## src/rtl/clk_dly_sel_pkg.sv

```systemverilog
// Shared types and helpers for the 16-tap clock delay select controller.
// therm() is the reference thermometer encoding used by the RTL and its checker.
package clk_dly_sel_pkg;

  localparam int unsigned DLY_NSEL = 15;

  typedef enum logic [1:0] {
    IDLE   = 2'd0,
    STEP   = 2'd1,
    SETTLE = 2'd2,
    DONE   = 2'd3
  } dly_state_e;

  // Bit i is set iff i < lvl; levels above DLY_NSEL saturate to all ones.
  function automatic logic [DLY_NSEL-1:0] therm(input int unsigned lvl);
    logic [DLY_NSEL-1:0] v;
    v = '0;
    for (int unsigned i = 0; i < DLY_NSEL; i++) begin
      v[i] = (i < lvl);
    end
    return v;
  endfunction

endpackage

```

## src/rtl/clk_dly_therm_step.sv

```systemverilog
// Registered thermometer select and level; each inc/dec strobe moves the level one tap
// and flips exactly one select bit.
module clk_dly_therm_step
  import clk_dly_sel_pkg::*;
#(
  parameter int unsigned NSEL    = DLY_NSEL,
  parameter int unsigned LW      = $clog2(NSEL + 1),
  parameter int unsigned RST_LVL = 0
) (
  input  logic            clk_i,
  input  logic            rst_ni,
  input  logic            inc_i,
  input  logic            dec_i,
  output logic [NSEL-1:0] rsel_o,
  output logic [LW-1:0]   lvl_o
);

  localparam logic [DLY_NSEL-1:0] RstFull = therm(RST_LVL);
  localparam logic [NSEL-1:0]     RstSel  = RstFull[NSEL-1:0];
  localparam logic [LW-1:0]       RstLvl  = LW'(RST_LVL);

  logic [NSEL-1:0] rsel_d, rsel_q;
  logic [LW-1:0]   lvl_d, lvl_q;

  // The controller never strobes past the ends, so no wrap guard is needed here.
  always_comb begin
    rsel_d = rsel_q;
    lvl_d  = lvl_q;
    if (inc_i) begin
      rsel_d[lvl_q] = 1'b1;
      lvl_d         = lvl_q + 1'b1;
    end else if (dec_i) begin
      rsel_d[lvl_q - 1'b1] = 1'b0;
      lvl_d                = lvl_q - 1'b1;
    end
  end

  always_ff @(posedge clk_i or negedge rst_ni) begin
    if (!rst_ni) begin
      rsel_q <= RstSel;
      lvl_q  <= RstLvl;
    end else begin
      rsel_q <= rsel_d;
      lvl_q  <= lvl_d;
    end
  end

  assign rsel_o = rsel_q;
  assign lvl_o  = lvl_q;

endmodule

```

## src/rtl/clk_16delay_sel_ctrl.sv

```systemverilog
// Delay-cell select controller: accepts a target level and ramps the thermometer select
// toward it one tap at a time, holding each tap for a settle window.
module clk_16delay_sel_ctrl
  import clk_dly_sel_pkg::*;
#(
  parameter int unsigned NSEL       = DLY_NSEL,
  parameter int unsigned LW         = $clog2(NSEL + 1),
  parameter int unsigned SETTLE_CYC = 4,
  parameter int unsigned RST_LVL    = 0
) (
  input  logic            clk,
  input  logic            rst_b,
  input  logic            req_valid,
  output logic            req_ready,
  input  logic [LW-1:0]   req_lvl,
  output logic [NSEL-1:0] rsel,
  output logic [LW-1:0]   cur_lvl,
  output logic            busy,
  output logic            done,
  output logic            sat
);

  localparam int unsigned   CntW   = 8;
  localparam logic [LW-1:0] MaxLvl = LW'(NSEL);
  localparam logic [CntW-1:0] CntLoad = CntW'(SETTLE_CYC - 1);

  dly_state_e      state_d, state_q;
  logic [LW-1:0]   tgt_d, tgt_q;
  logic [CntW-1:0] cnt_d, cnt_q;
  logic            sat_d, sat_q;
  logic            ready_d, ready_q;
  logic            busy_d, busy_q;
  logic            done_d, done_q;
  logic [LW-1:0]   clamp_lvl;
  logic            inc, dec;

  clk_dly_therm_step #(
    .NSEL    (NSEL),
    .LW      (LW),
    .RST_LVL (RST_LVL)
  ) u_therm_step (
    .clk_i  (clk),
    .rst_ni (rst_b),
    .inc_i  (inc),
    .dec_i  (dec),
    .rsel_o (rsel),
    .lvl_o  (cur_lvl)
  );

  always_comb begin
    state_d   = state_q;
    tgt_d     = tgt_q;
    cnt_d     = cnt_q;
    sat_d     = sat_q;
    inc       = 1'b0;
    dec       = 1'b0;
    clamp_lvl = (req_lvl > MaxLvl) ? MaxLvl : req_lvl;
    unique case (state_q)
      IDLE: begin
        if (req_valid && ready_q) begin
          tgt_d   = clamp_lvl;
          sat_d   = (req_lvl > MaxLvl);
          state_d = (clamp_lvl == cur_lvl) ? DONE : STEP;
        end
      end
      STEP: begin
        if (tgt_q > cur_lvl) begin
          inc = 1'b1;
        end else begin
          dec = 1'b1;
        end
        cnt_d   = CntLoad;
        state_d = SETTLE;
      end
      SETTLE: begin
        if (cnt_q == '0) begin
          state_d = (cur_lvl == tgt_q) ? DONE : STEP;
        end else begin
          cnt_d = cnt_q - 1'b1;
        end
      end
      DONE:    state_d = IDLE;
      default: state_d = IDLE;
    endcase
    // Status outputs are registered from the next state so they line up with it.
    ready_d = (state_d == IDLE);
    busy_d  = (state_d != IDLE);
    done_d  = (state_d == DONE);
  end

  always_ff @(posedge clk or negedge rst_b) begin
    if (!rst_b) begin
      state_q <= IDLE;
      tgt_q   <= LW'(RST_LVL);
      cnt_q   <= '0;
      sat_q   <= 1'b0;
      ready_q <= 1'b1;
      busy_q  <= 1'b0;
      done_q  <= 1'b0;
    end else begin
      state_q <= state_d;
      tgt_q   <= tgt_d;
      cnt_q   <= cnt_d;
      sat_q   <= sat_d;
      ready_q <= ready_d;
      busy_q  <= busy_d;
      done_q  <= done_d;
    end
  end

  assign req_ready = ready_q;
  assign busy      = busy_q;
  assign done      = done_q;
  assign sat       = sat_q;

  logic [DLY_NSEL-1:0] rsel_ref;
  assign rsel_ref = therm(32'(cur_lvl));

  a_rsel_therm : assert property (@(posedge clk) disable iff (!rst_b)
    rsel == rsel_ref[NSEL-1:0]);

  a_rsel_only_in_step : assert property (@(posedge clk) disable iff (!rst_b)
    (state_q != STEP) |=> $stable(rsel));

endmodule

```

## config.mk

```make
export PLATFORM = sky130hd
export DESIGN_NAME = clk_16delay_sel_ctrl
export DESIGN_NICKNAME = d
export VERILOG_FILES = /design/src/rtl/clk_dly_sel_pkg.sv /design/src/rtl/clk_dly_therm_step.sv /design/src/rtl/clk_16delay_sel_ctrl.sv
export SDC_FILE = /design/constraint.sdc
export NUM_CORES = 1
export LEC_CHECK = 0
export CAP_MARGIN = 10
export CELL_PAD_IN_SITES_DETAIL_PLACEMENT = 1
export CELL_PAD_IN_SITES_GLOBAL_PLACEMENT = 1
export CORE_MARGIN = 4
export CORE_UTILIZATION = 46
export CTS_BUF_LIST = sky130_fd_sc_hd__clkbuf_4 sky130_fd_sc_hd__clkbuf_8
export CTS_CLUSTER_SIZE = 20
export DETAILED_ROUTE_END_ITERATION = 10
export HOLD_SLACK_MARGIN = 0.15
export MAX_ROUTING_LAYER = met4
export PLACE_DENSITY = 0.87
export REMOVE_ABC_BUFFERS = 1
export SYNTH_ARGS = -nofsm -noshare
export SYNTH_HDL_FRONTEND = slang
export SYNTH_SLANG_ARGS = --single-unit
```

## constraint.sdc

```tcl
create_clock -name clk -period 6.5 [get_ports clk]
set_clock_uncertainty 0.05 [all_clocks]
set_input_delay 0.975 -clock clk [delete_from_list [all_inputs] [get_ports clk]]
set_output_delay 0.975 -clock clk [all_outputs]
set_load 0.02 [all_outputs]
```

== After elaboration in Yosys (flattened, before gate mapping) ==
Cells that the tools add are included.
Operators by class
  $add $sub $neg: 3
  magnitude comparators: 6
  equality and inequality tests: 7
  mux-type cells: 20
  bitwise gates (word level): 3
  reductions and logical operators: 11
Operators with widths (count)
  15-bit 2-to-1 mux: 2
  8-bit one-hot mux with 2 select lines: 1
  15-bit AND: 1
  15-bit NOT: 1
  15-bit OR: 1
  4-bit 2-to-1 mux: 3
  4-bit by 5-bit < comparator with 1-bit output, second input constant: 2
  1-bit demux with 4-bit select: 2
  4-bit == test: 2
  4-bit by 1-bit greater-or-equal comparator with 1-bit output, second input constant: 2
  8-bit logical NOT: 1
  2-bit 2-to-1 mux: 4
  8-bit 2-to-1 mux: 1
  2-bit one-hot mux with 4 select lines: 1
  8-bit by 1-bit subtractor with 8-bit output, second input constant: 1
  2-bit == test, second input constant: 3
  1-bit 2-to-1 mux: 6
  2-bit nonzero test: 3
  4-bit by 1-bit adder with 4-bit output, second input constant: 1
  4-bit greater-than comparator: 1
  4-bit greater-than comparator, second input constant: 1
  2-bit logical NOT: 2
  2-bit AND reduction: 2
  4-bit by 1-bit subtractor with 4-bit output, second input constant: 1
  other kinds (3): 5
Storage, ports and cells
  flip-flop bits (word level): 37
  bits of input ports: 7
  output and inout port bits: 23
  word-level logic and storage cells: 59

== Depth between registers and ports, before layout ==
  depth after elaboration: 9
  gate-level depth with buffers: 8

== Cells and area by module ==
From an unflattened synthesis, not the netlist that was laid out.
Unflattened totals
  cells, all modules: 199
  area, all modules: 2010.7 um2
By module, submodules not included
  clk_dly_therm_step: times used 1, cells an instance 109, area an instance 1061.0 um2, sequential area each 475.5 um2
  clk_16delay_sel_ctrl: times used 1, cells an instance 90, area an instance 949.7 um2, sequential area each 426.7 um2

== Worst setup path after synthesis ==
Ideal clock, no wire load.
  path type: flip-flop to flip-flop
  start: register u_therm_step.lvl_q[1] (netlist: u_therm_step.lvl_o[1])
  end: register u_therm_step.rsel_q[5] (netlist: u_therm_step.rsel_o[5])
  setup time: 0.121 ns
  arrival: 2.062 ns
  data required time: 6.329 ns
  setup slack: 4.267 ns
  cell stages (with the launch flop): 9
  path buffers: 1
  cell sequence: dfrtp_1 -> inv_1 -> ha_1 -> nor2b_1 -> o211ai_1 -> a21o_1 -> buf_2 -> nand3_1 -> o22a_1
Between the ends
  word-level cells in the longest chain between the ends: 9
  elaborated cells on any way between the ends: 22
  classes of those cells: add/sub: 1; order compare: 5; mux: 10; bitwise: 3; reduce/logical: 3
RTL lines
  start: declaration: RTL line clk_dly_therm_step.sv:23  | logic [LW-1:0] lvl_d, lvl_q;
  start signal: assignment: RTL line clk_dly_therm_step.sv:41  | lvl_q <= RstLvl;
  start signal: assignment: RTL line clk_dly_therm_step.sv:44  | lvl_q <= lvl_d;
  4-bit by 1-bit subtractor with 4-bit output: RTL line clk_dly_therm_step.sv:33  | rsel_d[lvl_q - 1'b1] = 1'b0;
  4-bit by 5-bit < comparator with 1-bit output (implied by the code) or 4-bit by 1-bit greater-or-equal comparator with 1-bit output (tied branches): RTL line clk_dly_therm_step.sv:33
  1-bit logical AND (implied by the code): RTL line clk_dly_therm_step.sv:33
  1-bit 2-to-1 mux (implied by the code): RTL line clk_dly_therm_step.sv:33
  1-bit demux with 4-bit select
  15-bit NOT (no line)
  15-bit AND (no line)
  15-bit 2-to-1 mux: RTL line clk_dly_therm_step.sv:32  | end else if (dec_i) begin
  15-bit 2-to-1 mux: RTL line clk_dly_therm_step.sv:29  | if (inc_i) begin
  end signal: assignment: RTL line clk_dly_therm_step.sv:40  | rsel_q <= RstSel;
  end signal: assignment: RTL line clk_dly_therm_step.sv:43  | rsel_q <= rsel_d;
  end: declaration: RTL line clk_dly_therm_step.sv:22  | logic [NSEL-1:0] rsel_d, rsel_q;
Several ways; a longest one is shown, not always the timed one. The select of a mux whose other input is x is not followed.
A chain may end at the register's enable or synchronous reset.

== Worst setup path in the final report ==
  start: register u_therm_step.lvl_q[2] (netlist: u_therm_step.lvl_o[2])
  end: output port cur_lvl[2]
RTL lines
  end: declaration: RTL line clk_16delay_sel_ctrl.sv:17  | output logic [LW-1:0] cur_lvl,
No word-level cell between the ends.

==> results_dict.tcl <==
set metrics [dict create \
    cts_hold_buffers 0 \
    fp.dieH_um 72.64 \
    grt_max_degree 37 \
    vias_per_cell 5.967 \
    async_reset_ff_share_pct 100.0 \
    synth-main-ff-cell "dfrtp_1" \
    cts_made_buffers 5 \
    drt-pass1-iter-count 4 \
    post_drt_wl_per_cell_um 17.95 \
    vias 1611 \
    first_iter_violations 168 \
    worst_pin_slew_ps 853.0 \
    antenna_found_initial 0 \
    crit_slowest_cell "clkdlybuf4s50_1" \
    cts_tree "done" \
    slew_viol_final 0 \
    final_common_cell "dfrtp_1" \
    syn2layout_area_growth_pct 21.16 \
    critPathKind "reg -> out" \
    syn_avg_cell_area_um2 10.11 \
    place.gp.congestion 0.9053 \
    grt_pass1_wl_um 8293 \
    hold_class "reg -> reg" \
    worstPathCellList "clkdlybuf4s50_1" \
    ys_warn_count 0 \
    rows 23 \
    io_buffers 28 \
    die-area_um2 5276 \
    final_cells 270 \
    ys_seq_elements 36 \
    hold_viol_final 0 \
    synth_cells 190 \
    p_seq_share_pct 33.0 \
    swShare_pct 47.20 \
    grt.total_usage_pct 20.93 \
    cts_root_buf "clkbuf_8" \
    ctsLongestPathBuffers 2 \
    p_sw_uw 603.7 \
    nNetsFinal 236 \
    start_util_pct 47.70 \
    grt_pass1_vias 1667 \
    cts.reportedPaths.clkPinSlew_ps 80 \
    synth_edf_count 0 \
    clkPwrFrac_pct 12.7 \
    overflow 0 \
    tns_ps 0 \
    post_cts_buffers 0 \
    diodes 0 \
    crit_required_ps 5470 \
    hpwl_um 3561 \
    clk_latency_ps 290 \
    slowest_delay_ps 700 \
    rsz0062_at_grt "false" \
    endpoint_kind "output pin" \
    wirelength_um 4847 \
    ys_seq_area_share_pct 46.94 \
    p_int_uw 675.3 \
    synth_cell_types 46 \
    power.density_nw_per_um2 549.3 \
    ctsResizeCount 0 \
    critPathTopFamily "buffers and inverters" \
    power_frac_comb_pct 54.3 \
    ant_nets 0 \
    setup_viol 0 \
    maxCapViolations 0 \
    maxSlewHeadroom_pct 43.02 \
    grtUsageMet1_pct 26.15 \
    place_inst 262 \
    cp_num_buf_inv 1 \
    ioPinCount 30 \
    use_met3_pct 3.719 \
    maxClockFrequency_mhz 375.1 \
    coreArea_um2 4029 \
    outcome "complete, no violations" \
    globalRouteMet2Util_pct 34.17 \
    cp_max_fo 15 \
    drcViolationCount 0 \
    finalCritPeriodShare_pct 41.01 \
    grt-busiest-layer "met2" \
    cts_max_level 2 \
    cts_sinks 36 \
    die_w_um 72.64 \
    drive_above_1_share_pct 8.636 \
    final_cell_mix "dfrtp_1 (35), clkdlybuf4s50_1 (28), nor2_1 (17)" \
    leakagePower_nw 1.014 \
    vdd_drop_max_mv 0.2790 \
    netlist_area_um2 1922 \
    worstPathArrival_ps 1640 \
    min_period_ps 2666 \
    crit_path_start_kind "flip-flop" \
]
## cell usage after synthesis, drive strengths merged (2+ instances only)
master	number	area [µm²]
clkbuf	2	7.510
dfrtp	35	875.8
a41oi	8	70.07
o21ai	3	15.01
nor2	17	63.81
nor4	5	37.53
o41ai	2	17.52
ha	10	125.1
nand2b	3	21.27
o22a	2	17.52
xnor2	6	52.55
inv	9	33.78
o311ai	2	17.52
o31ai	5	37.54
mux2	3	33.78
nand3	3	15.01
nand2	13	48.80
mux2i	2	20.02
xor2	5	43.79
and3	2	12.51
a21oi	14	77.58
a21o	2	15.01
nand4	2	12.51
nor3	9	50.05
nor2b	3	18.77
o32a	2	20.02
buf	6	32.53
and2	3	18.77
## final cells by class
type / instances / area (µm²)
fillers: 458 / 1700
multi-input cells: 137 / 945.9
flip-flops and latches: 36 / 902.1
repair buffers: 30 / 295.3
clock buffers: 7 / 83.83
well taps: 50 / 62.56
inverters: 9 / 33.78
clock inverters: 1 / 5.005
## power groups by stage
stage	Sequential, mW	Combinational [mW]	Clock [mW]
2_1_floorplan	0.465	0.393	0
3_3_place_gp	0.416	0.660	0
3_5_place_dp	0.425	0.690	0
4_1_cts	0.422	0.696	0.166
5_1_grt	0.439	0.766	0.179
6_report	0.422	0.695	0.163
## flip-flops by register name, indices dropped and copies added, names as in the netlist
| name | flops |
|---|---|
| u_therm_step.rsel_o | 15 |
| busy | 1 |
| done | 1 |
| state_q | 2 |
| cnt_q | 8 |
| u_therm_step.lvl_o | 4 |
| req_ready | 1 |
| tgt_q | 4 |
## kinds of logic after synthesis
group	count (synthesis)	synth area share (%)
adder cells (fa/ha/maj)	10	6.510
XOR/XNOR	11	5.013
buffers and inverters	17	3.841
other	1	0.1951
AND/OR/NAND/NOR	63	16.80
multiplexers	5	2.799
AO/OA/AOI/OAI	47	17.91
flip-flops	36	46.94
## per-layer routing
layer  part of all wire [%]  up-vias  wire length (µm)
met5                      0        -                 0
met4                    1.7        0                82
met3                    3.9        8               190
met2                     52       36              2497
met1                     43      811              2076
li1                       -      756                 -
## worst paths after layout
kind,from,end,cells past startpoint,slack [ps]
setup reg to reg,u_therm_step.lvl_o[3],u_therm_step.rsel_o[13],6,3870
max in group asynchronous,rst_b,req_ready,2,4990
hold / removal,u_therm_step.rsel_o[5],u_therm_step.rsel_o[5],1,450
hold reg to reg,u_therm_step.rsel_o[5],u_therm_step.rsel_o[5],1,450
setup / recovery,u_therm_step.lvl_o[2],cur_lvl[2],1,3830
min in group asynchronous,rst_b,u_therm_step.rsel_o[5],2,1050
## worst register-to-register path: cells and delay by family, from the launching register on
kind | cells | cell delay [ps]
AOI/OAI and AO/OA | 4 | 1230
DFF | 1 | 620
adders and majority gates | 1 | 400
buffers and inverters | 1 | 240
## metrics by stage
stage	utilization [%]	hold WS [ps]	instance area, µm²	worst slack [ps]	power, mW
6_report	57.79	448.0	2328	3834	1.279
3_3_place_gp	55.59	425.4	2240	4042	1.076
3_5_place_dp	55.59	441.8	2240	3910	1.114
5_1_grt	57.79	485.8	2328	3643	1.384
2_1_floorplan	-	418.6	1882	4148	0.8574
4_1_cts	57.79	452.0	2328	3831	1.284
No activity file was read; power rests on OpenSTA's default activity.
